==> src/rtl/power_sequencer.sv <==
// rtl/power_sequencer.sv - core power lifecycle sequencer: debounce, reset hold, boot handshake, run gating, shutdown, fault
module power_sequencer #(
    parameter int DEBOUNCE_CYCLES   = 16,
    parameter int RESET_HOLD_CYCLES = 8,
    parameter int BOOT_TIMEOUT      = 1024,
    parameter int CNT_W             = 16
) (
    input  logic       clk,
    input  logic       rst,
    input  logic       power_sw,
    input  logic       boot_done,
    input  logic       machine_halted,
    output logic       machine_power,
    output logic       machine_rst_n,
    output logic       boot_start,
    output logic       run_enable,
    output logic       fault,
    output logic [2:0] state_out
);

    typedef enum logic [2:0] {
        S_OFF      = 3'd0,
        S_DB_ON    = 3'd1,
        S_RST_HOLD = 3'd2,
        S_BOOT     = 3'd3,
        S_RUN      = 3'd4,
        S_DB_OFF   = 3'd5,
        S_SHUTDOWN = 3'd6,
        S_FAULT    = 3'd7
    } state_t;

    localparam logic [CNT_W-1:0] DB_LAST   = CNT_W'(DEBOUNCE_CYCLES - 1);
    localparam logic [CNT_W-1:0] HOLD_LAST = CNT_W'(RESET_HOLD_CYCLES - 1);
    localparam logic [CNT_W-1:0] BOOT_LAST = CNT_W'(BOOT_TIMEOUT - 1);

    state_t           state_q, state_d;
    logic [CNT_W-1:0] cnt_q, cnt_d;
    logic             armed_q, armed_d;
    logic             sync1_q, sync2_q;
    logic             power_s;

    assign power_s = sync2_q;

    always_ff @(posedge clk or negedge rst) begin
        if (!rst) begin
            state_q <= S_OFF;
            cnt_q   <= '0;
            armed_q <= 1'b1;
            sync1_q <= 1'b0;
            sync2_q <= 1'b0;
        end else begin
            state_q <= state_d;
            cnt_q   <= cnt_d;
            armed_q <= armed_d;
            sync1_q <= power_sw;
            sync2_q <= sync1_q;
        end
    end

    always_comb begin
        state_d = state_q;
        cnt_d   = cnt_q;
        armed_d = armed_q;
        case (state_q)
            S_OFF: begin
                // armed is cleared by a halt so a held-on switch cannot loop halt/reboot
                if (!power_s) armed_d = 1'b1;
                if (armed_q && power_s) begin
                    state_d = S_DB_ON;
                    cnt_d   = CNT_W'(1);
                end
            end
            S_DB_ON: begin
                if (!power_s) begin
                    state_d = S_OFF;
                    cnt_d   = '0;
                end else if (cnt_q == DB_LAST) begin
                    state_d = S_RST_HOLD;
                    cnt_d   = '0;
                end else begin
                    cnt_d = cnt_q + 1'b1;
                end
            end
            S_RST_HOLD: begin
                if (cnt_q == HOLD_LAST) begin
                    state_d = S_BOOT;
                    cnt_d   = '0;
                end else begin
                    cnt_d = cnt_q + 1'b1;
                end
            end
            S_BOOT: begin
                if (!power_s) begin
                    state_d = S_SHUTDOWN;
                    cnt_d   = '0;
                end else if (boot_done) begin
                    state_d = S_RUN;
                    cnt_d   = '0;
                end else if (cnt_q == BOOT_LAST) begin
                    state_d = S_FAULT;
                    cnt_d   = '0;
                end else begin
                    cnt_d = cnt_q + 1'b1;
                end
            end
            S_RUN: begin
                if (!power_s) begin
                    state_d = S_DB_OFF;
                    cnt_d   = CNT_W'(1);
                end else if (machine_halted) begin
                    state_d = S_SHUTDOWN;
                    cnt_d   = '0;
                    armed_d = 1'b0;
                end
            end
            S_DB_OFF: begin
                if (power_s) begin
                    state_d = S_RUN;
                    cnt_d   = '0;
                end else if (machine_halted) begin
                    state_d = S_SHUTDOWN;
                    cnt_d   = '0;
                    armed_d = 1'b0;
                end else if (cnt_q == DB_LAST) begin
                    state_d = S_SHUTDOWN;
                    cnt_d   = '0;
                end else begin
                    cnt_d = cnt_q + 1'b1;
                end
            end
            S_SHUTDOWN: begin
                if (cnt_q == HOLD_LAST) begin
                    state_d = S_OFF;
                    cnt_d   = '0;
                end else begin
                    cnt_d = cnt_q + 1'b1;
                end
            end
            S_FAULT: begin
                if (!power_s) begin
                    state_d = S_OFF;
                    cnt_d   = '0;
                    armed_d = 1'b1;
                end
            end
            default: begin
                state_d = S_OFF;
                cnt_d   = '0;
            end
        endcase
    end

    // Moore decode only: no input reaches an output without passing a flop
    assign machine_power = (state_q == S_RST_HOLD) || (state_q == S_BOOT) || (state_q == S_RUN)
                        || (state_q == S_DB_OFF) || (state_q == S_SHUTDOWN);
    assign machine_rst_n = (state_q == S_BOOT) || (state_q == S_RUN) || (state_q == S_DB_OFF);
    assign run_enable    = (state_q == S_RUN) || (state_q == S_DB_OFF);
    assign boot_start    = (state_q == S_BOOT) && (cnt_q == '0);
    assign fault         = (state_q == S_FAULT);
    assign state_out     = state_q;

endmodule

==> config.mk <==
export PLATFORM = sky130hd
export DESIGN_NAME = power_sequencer
export DESIGN_NICKNAME = d
export VERILOG_FILES = /design/src/rtl/power_sequencer.sv
export SDC_FILE = /design/constraint.sdc
export NUM_CORES = 1
export LEC_CHECK = 0
export CAP_MARGIN = 10
export CORE_MARGIN = 5
export CORE_UTILIZATION = 30
export DETAILED_ROUTE_END_ITERATION = 12
export GPL_TIMING_DRIVEN = 0
export PLACE_DENSITY_LB_ADDON = 0.05
export SETUP_SLACK_MARGIN = 0.02
export SLEW_MARGIN = 25
export SYNTH_ARGS = -nofsm -noshare
export SYNTH_HDL_FRONTEND = slang
export SYNTH_SLANG_ARGS = --single-unit
==> constraint.sdc <==
create_clock -name clk -period 2 [get_ports clk]
set_input_delay 0.3 -clock clk [delete_from_list [all_inputs] [get_ports clk]]
set_output_delay 0.3 -clock clk [all_outputs]
set_load 0.05 [all_outputs]
# Word level (Yosys, flattened, before mapping)
# Cells that the tools add are included.
# Widths: inputs -> output; s select.
[totals]
output_inout_bits = 8
ff_bits = 22
word_cells = 77
inputBits = 5
[classes]
n_addsub = 1
n_mux = 33
reduce_logical = 17
eq_ne = 21
[op_table]
columns = ["op", "n"]
rows = [
  ["$mux 16", 12],
  ["$pmux 16 s7", 1],
  ["$mux 3", 14],
  ["$pmux 3 s8", 1],
  ["$add 16x1->16 const B", 1],
  ["$eq 16x10->1 const B", 1],
  ["$eq 16x3->1 const B", 1],
  ["$eq 16x4->1 const B", 1],
  ["$logic_not 16->1", 1],
  ["$ne 2x2->1 const B", 7],
  ["$eq 3x3->1 const B", 4],
  ["$ne 4x4->1 const B", 2],
  ["$reduce_and 8->1", 1],
  ["$logic_or 1x1->1", 7],
  ["$eq 3x2->1 const B", 2],
  ["$ne 3x3->1 const B", 2],
  ["$mux 1", 4],
  ["$reduce_and 4->1", 1],
  ["$reduce_or 2->1", 2],
  ["$eq 3x1->1 const B", 1],
  ["$logic_not 3->1", 1],
  ["$pmux 1 s3", 1],
  ["$reduce_and 3->1", 1],
  ["$reduce_bool 3->1", 1],
  ["$logic_and 1x1->1", 2],
]

# Longest topological paths before layout
# Gate-level depths: netlist (run 1).
[depth]
depth_word = 5
depth_mapped = 8

# Worst setup path before layout (run 1)
# Ideal clock, no wire load.
[synth_path]
path_kind = "register -> output"
from = "register state_q[2] (netlist: state_out[2])"
to = "output port boot_start"
arrival_ns = 2.561
path_slack_ns = -0.861
stages_incl_launch_ff = 4
required_time_ns = 1.700
path_cell_list = "dfrtp_1 -> buf_2 -> buf_1 -> nor4_1"
[synth_between]
elab_chain_len = 2
[synth_rtl]
columns = ["element", "line_no", "rtl"]
rows = [
  ["start: declaration", "36", "state_t state_q, state_d;"],
  ["start signal: assignment", "52", "state_q <= state_d;"],
  ["$eq 3x2->1", "158", "assign boot_start = (state_q == S_BOOT) && (cnt_q == '0);"],
  ["$logic_and 1x1->1", "158", ""],
  ["end: declaration", "15", "output logic boot_start,"],
]
# Every way passes these cells.

# Worst setup path in the final report (run 1)
[layout_path]
from = "register cnt_q[7]"
to = "output port boot_start"
[layout_between]
elab_chain_len = 2
[layout_rtl]
columns = ["element", "line_no", "rtl"]
rows = [
  ["start: declaration", "37", "logic [CNT_W-1:0] cnt_q, cnt_d;"],
  ["start signal: assignment", "53", "cnt_q <= cnt_d;"],
  ["$logic_not 16->1", "158", ""],
  ["$logic_and 1x1->1", "158", ""],
]
# Every way passes these cells.

==> out/results.ini, run 1 <==
[outcome]
status = finished with violations
violations = setup timing

[yosys]
synthCells = 180
yosysMostFrequentCell = nand2_1
synthesis.nets = 187
ys_warn_count = 0
synth_cell_type_count = 51
yosysTopAreaCell = dfrtp_1
synth_top_area_frac = 0.349
synth_edf_count = 0
avgSynthCellArea_um2 = 8.36
ys_seq_area_frac = 0.367
synthesis.area_mm2 = 0.00151
ys.flop_type = dfrtp_1
async_flop_share = 1.00
synth_area_leaders = dfrtp_1 (35%), nand2_1 (7.2%), o211ai_1 (4.5%)
ys_seq_elements = 22
synth_common_cells = nand2_1 (29), dfrtp_1 (21), nor2_1 (16), o21ai_0 (13)

[die]
dieArea_mm2 = 0.00653
rows = 25
die_x_um = 80.8
initial_core_util = 0.315
core_mm2 = 0.00479
io_pins = 13
die_h_um = 80.8

[run]
drv_cap = 0

[grt]
grt_pass1_vias = 1418
grt_pass1_wl_um = 7130
grt.total_usage = 0.139
antenna_found_initial = 0
grt_max_degree = 23
overflow = 0

[finish]
antenna_cells = 0
fin_nets = 223
final_layout_size_suffix_gt1_frac = 0.344
syn_to_final_growth_pct = 40.6

[power]
ir_drop_v = 0.000164
power_density_mw_per_mm2 = 383
power.leakage_nw = 0.831
power_uw = 811

[worst_setup_path]
cp_common_cell = nor4_4
cp_cell_sequence = nor4_4 > nand4_1 > buf_4 > nor4_4 > buf_6
critical_path_class = reg2out
crit_path_top_delay_cell = dfrtp_2
cp_slowest_stage_delay_ns = 0.45
crit_fanout = 4
worstPathArrival_ns = 1.73
endpoint_kind = output pin
worstSetupStartpointType = register
crit_buf_inv = 2
critPathTopFamily = simple AND/OR/NAND/NOR gates
cp.required_ns = 1.70

[sta]
finalCriticalPeriod_ns = 2.03
final.setup.worst_slack_ns = -0.0327
maxSlewHeadroom = 0.635
fin_crit_sh = 1.02
rsz0062_at_grt = true
skew_ns = 0.00330
drv_slew = 0
whs_ns = 0.00740
hold_viol_final = 0
setup_violations = 1
max_clock_freq_mhz = 492
worstMarginPinSlew_ns = 0.548

[route]
via_per_inst = 5.24
drcViolationCount = 0
vias = 1478
antenna_left = 0
wl_um = 4500
first_pass_iters = 4
wl_per_cell_um = 16.0
initialDrtViolationCount = 98

[clocking]
tritoncts = done
clockBufferDepth = 2
cts_num_sinks = 22
htreeDepth = 1
root_buffer = clkbuf_8
cts_hold_buf = 0
cts_made_buffers = 3
clk_pin_slew_ns = 0.09
clock_latency_ns = 0.27

[place]
dpl.hpwl_um = 2980
gp_congestion = 0.819
port_buffers = 12

[worst_hold_path]
min_path_type = in2async

-- area by class of cell --
class                      count  area, um2
sequential                    22        564
inverter                       9       37.5
multi-input combinational    139       1010
clock buffer                   4       55.1
timing repair buffer          30        262
fill                         476       2670
tap                           67       83.8
buffer                        11        104
-- through the flow --
step / setup WS, ns / util / std cells / instance area, um2 / TNS (ns)
global placement: -0.570 / 0.370 / 259 / 1770 / -5.16
CTS: 0.0190 / 0.420 / 277 / 2010 / 0
global route: -0.118 / 0.442 / 282 / 2120 / -0.188
finish: -0.0327 / 0.442 / 282 / 2120 / -0.0327
floorplan: -0.0102 / - / 180 / 1570 / -0.0102
detailed placement: -0.577 / 0.369 / 259 / 1770 / -5.52
-- cells by family (layout without fill, tap and decap cells) --
family                     count (synthesis)  after routing  synth area share
adders and majority gates                  2              2            0.0166
and+or+nand+nor                           79             80             0.269
AOI/OAI and AO/OA                         52             52             0.253
buffers and inverters                     20             54            0.0640
DFF                                       22             22             0.367
muxes                                      1              1           0.00748
xor gates and xnor gates                   4              4            0.0233
-- flip-flops by register name, indices dropped and copies added, names as in the netlist --
register,cells
armed_q,1
sync1_q,1
state_out,3
cnt_q,16
power_s,1
-- timing repair --
action / CTS / global route
setup buffers: 12 / 5
resized for setup: 38 / 26
gates cloned: 2 / 0
pin swaps: 11 / 12
endpoints found under the setup margin: 24 / 21
-- path summary, 6_finish.rpt --
kind | slack, ns | startpoint | end | cells after the start
hold / removal | 0.007 | rst | cnt_q[2]$_DFFE_PN0P_ | 1
hold reg to reg | 0.36 | sync1_q$_DFF_PN0_ | power_s$_DFF_PN0_ | 0
min in group clk | 0.36 | sync1_q$_DFF_PN0_ | power_s$_DFF_PN0_ | 0
setup / recovery | -0.03 | cnt_q[7]$_DFFE_PN0P_ | boot_start | 5
max in group asynchronous | 1.60 | rst | state_out[0]$_DFFE_PN0P_ | 1
setup reg to reg | 0.04 | cnt_q[10]$_DFFE_PN0P_ | state_out[0]$_DFFE_PN0P_ | 6
-- cells in the final DEF (no fill, tap or decap), drive strengths merged, types with 2 or more instances in the layout --
| master | n |
|---|---|
| clkdlybuf4s50 | 6 |
| ha | 2 |
| nor3 | 4 |
| or3 | 2 |
| o22ai | 3 |
| buf | 32 |
| nor4 | 4 |
| nor2b | 3 |
| a21oi | 3 |
| and2 | 2 |
| nand3 | 6 |
| nand2 | 29 |
| a22oi | 4 |
| o21ai | 13 |
| o41ai | 2 |
| dfrtp | 21 |
| nand4 | 3 |
| or2 | 2 |
| nand2b | 2 |
| o21bai | 4 |
| clkbuf | 5 |
| o211ai | 9 |
| xor2 | 3 |
| nor2 | 18 |
| inv | 8 |
| a31oi | 3 |
-- routing by layer --
layer / track usage / vias up / wire length, um
met1: 0.196 / 717 / 2170
met4: 0.0541 / 0 / 72
li1: - / 721 / -
met3: 0.0233 / 8 / 170
met2: 0.212 / 32 / 2090
met5: 0 / - / 0
-- where the power goes --
part | total (mW) | internal [mW] | switching, mW | leakage [nW]
logic | 0.0269 | 0.00957 | 0.0174 | 0.554
registers | 0.448 | 0.446 | 0.00120 | 0.249
clock network | 0.337 | 0.176 | 0.161 | 0.0288
No activity file was read; power rests on OpenSTA's default activity.
==> inputs of run 2 (changes only) <==
- DONT_BUFFER_PORTS: unset -> 1
- HOLD_SLACK_MARGIN: unset -> 0.12
- SETUP_SLACK_MARGIN: 0.02 -> 0.05
==> run 2 against run 1 <==
Against the previous run:
- the flow still finishes with violations (setup timing)
- final cell count shrank 0.71%
- largest power group unchanged
- hold slack improved by 0.24 ns
- critical path depth fell by 2
- first-iteration DRC count up 10%
- highest routed layer unchanged
==> out/results.ini, run 2 (synthesized netlist as in run 1, its figures left out) <==
[finish]
layout_common_cells = nand2_1 (26), buf_4 (16), nor2_1 (14), buf_6 (13), dfrtp_1 (12)  ; was nand2_1 (29), buf_4 (17), nor2_1 (14), dfrtp_1 (11), dfrtp_2 (10)
fill_cells = 461  ; was 476
largest_register = cnt_q  ; unchanged
layout_commonest_cell = nand2_1  ; unchanged
syn_to_final_growth_pct = 45.9  ; was 40.6%
seqCellArea_um2 = 563  ; was 564 um2
fin_cells = 280  ; was 282
fin_nets = 221  ; was 223
final_layout_size_suffix_gt1_frac = 0.418  ; was 0.344
antenna_cells = 0  ; unchanged
multi_input_area_mm2 = 0.00108  ; was 0.00101 mm2
finish.instance_area_mm2 = 0.00220  ; was 0.00212 mm2
largest_reg_flops = 16  ; unchanged

[worst_hold_path]
min_path_type = in2reg  ; was in2async

[clocking]
clock_latency_ns = 0.27  ; about the same
tritoncts = done  ; unchanged
clk_pin_slew_ns = 0.08  ; was 0.09 ns
clockBufferDepth = 2  ; unchanged
cts_made_buffers = 3  ; unchanged
root_buffer = clkbuf_8  ; unchanged
htreeDepth = 1  ; unchanged
cts_num_sinks = 22  ; unchanged

[power]
power_uw = 769  ; was 811 uW
power_density_mw_per_mm2 = 350  ; was 383 mW/mm2
ir_drop_v = 0.000263  ; was 0.000164 V
power.leakage_nw = 0.852  ; was 0.831 nW

[sta]
hold_viol_final = 0  ; unchanged
max_clock_freq_mhz = 460  ; was 492 MHz
drv_slew = 0  ; unchanged
skew_ns = 0.00432  ; was 0.00330 ns
rsz0062_at_grt = true  ; unchanged
final.setup.worst_slack_ns = -0.175  ; was -0.0327 ns
finalCriticalPeriod_ns = 2.17  ; was 2.03 ns
maxSlewHeadroom = 0.487  ; was 0.635
fin_crit_sh = 1.09  ; was 1.02
setup_violations = 9  ; was 1
worstMarginPinSlew_ns = 0.763  ; was 0.548 ns

[die]
die_h_um = 80.8  ; unchanged
core_mm2 = 0.00479  ; unchanged
dieArea_mm2 = 0.00653  ; unchanged
initial_core_util = 0.315  ; unchanged
io_pins = 13  ; unchanged
die_x_um = 80.8  ; unchanged
rows = 25  ; unchanged

[worst_setup_path]
endpoint_kind = output pin  ; unchanged
cp.required_ns = 1.70  ; about the same
reg2reg_slack_ns = -0.15  ; was 0.04 ns
critical_path_class = reg2out  ; unchanged
cp-endpoint = boot_start  ; unchanged
worstPathArrival_ns = 1.87  ; was 1.73 ns
regToRegEndpoint = state_out[0]$_DFFE_PN0P_  ; unchanged
reg2regPathDepth = 8  ; was 6
cp-startpoint = cnt_q[11]$_DFFE_PN0P_  ; was cnt_q[7]$_DFFE_PN0P_
timing.rr.start = state_out[2]$_DFFE_PN0P_  ; was cnt_q[10]$_DFFE_PN0P_
worstSetupStartpointType = register  ; unchanged
crit_fanout = 4  ; unchanged

[outcome]
violations = setup timing  ; unchanged
status = finished with violations  ; unchanged

[place]
port_buffers = 0  ; was 12
place_area_mm2 = 0.00165  ; was 0.00177 mm2
dp_cells = 247  ; was 259
place_ws_ns = -0.221  ; was -0.577 ns
gp_congestion = 0.808  ; was 0.819
dpl.hpwl_um = 2970  ; was 2980 um

[route]
initialDrtViolationCount = 108  ; was 98
antenna_left = 0  ; unchanged
vias = 1502  ; was 1478
met2WireLength_um = 2260  ; was 2090 um
wl_met1_um = 2150  ; was 2170 um
via_per_inst = 5.36  ; was 5.24
met3WireLength_um = 132  ; was 170 um
drcViolationCount = 0  ; unchanged
wl_um = 4610  ; was 4500 um
first_pass_iters = 6  ; was 4
dr.max_layer_used = met4  ; unchanged
wl_per_cell_um = 16.5  ; was 16.0 um

[grt]
grt.total_usage = 0.145  ; was 0.139
grt_pass1_wl_um = 7400  ; was 7130 um
overflow = 0  ; unchanged
grt_max_degree = 23  ; unchanged
antenna_found_initial = 0  ; unchanged
grt_pass1_vias = 1460  ; was 1418

[run]
drv_cap = 0  ; unchanged

[run 2: cell types whose count changed in the layout (fill, tap and decap cells not counted), sizes merged]
cell | previous run | this run
dlygate4sd3 | 0 | 2
clkdlybuf4s15 | 1 | 0
clkbuf | 5 | 4
clkdlybuf4s50 | 6 | 0
buf | 32 | 37
dlygate4sd2 | 1 | 0
[run 2: final cells by class]
cell class              instances  share of cell area
flip-flops and latches         22               0.256
well taps                      67              0.0382
repair buffers                 28               0.116
multi-input cells             139               0.494
plain buffers                  11              0.0575
clock buffers                   4              0.0205
inverters                       9              0.0171
[run 2: how the worst min path moves through the flow]
stage / from / slack, ns / end / cells past startpoint
finish: machine_halted / 0.25 / armed_q$_DFFE_PN1P_ / 2
detailed placement: rst / 0.005 / cnt_q[12]$_DFFE_PN0P_ / 0
global placement: rst / 0.005 / cnt_q[13]$_DFFE_PN0P_ / 0
global route: machine_halted / 0.24 / armed_q$_DFFE_PN1P_ / 2
floorplan: rst / 0.004 / cnt_q[0]$_DFFE_PN0P_ / 0
CTS: machine_halted / 0.24 / armed_q$_DFFE_PN1P_ / 2
[run 2: critical path, cell delays in order, from the launching register on]
cell and delay [ns]:
dfrtp_2 0.45, nor4_4 0.29, nand4_1 0.24, nor4_4 0.63
[run 2: metal layers]
metal | vias to the layer above | GRT usage
met1 | 754 | 0.193
li1 | 719 | -
met5 | - | 0
met4 | 0 | 0.0422
met2 | 22 | 0.238
met3 | 7 | 0.0288
[run 2: power breakdown]
part | internal, mW | leakage (nW) | switching, mW
Sequential | 0.446 | 0.249 | 0.00109
Combinational | 0.00926 | 0.580 | 0.0170
Clock | 0.142 | 0.0228 | 0.153
[run 2: repair_timing]
| item | CTS | global route |
|---|---|---|
| cloned | 1 | 1 |
| setup endpoints to repair | 23 | 22 |
| hold buffers | 2 | 1 |
| endpoints found under the hold margin | 23 | 21 |
| gates resized for setup | 48 | 31 |
| setup buffers | 17 | 8 |
| pin swaps | 9 | 22 |
[run 2: through the flow]
step	hold WS (ns)	TNS (ns)	utilization
2_1_floorplan	0.00441	-0.0102	-
3_3_place_gp	0.00529	-2.45	0.345
3_5_place_dp	0.00524	-3.62	0.345
4_1_cts	0.237	-0.463	0.427
5_1_grt	0.242	-1.51	0.459
6_report	0.246	-0.529	0.459
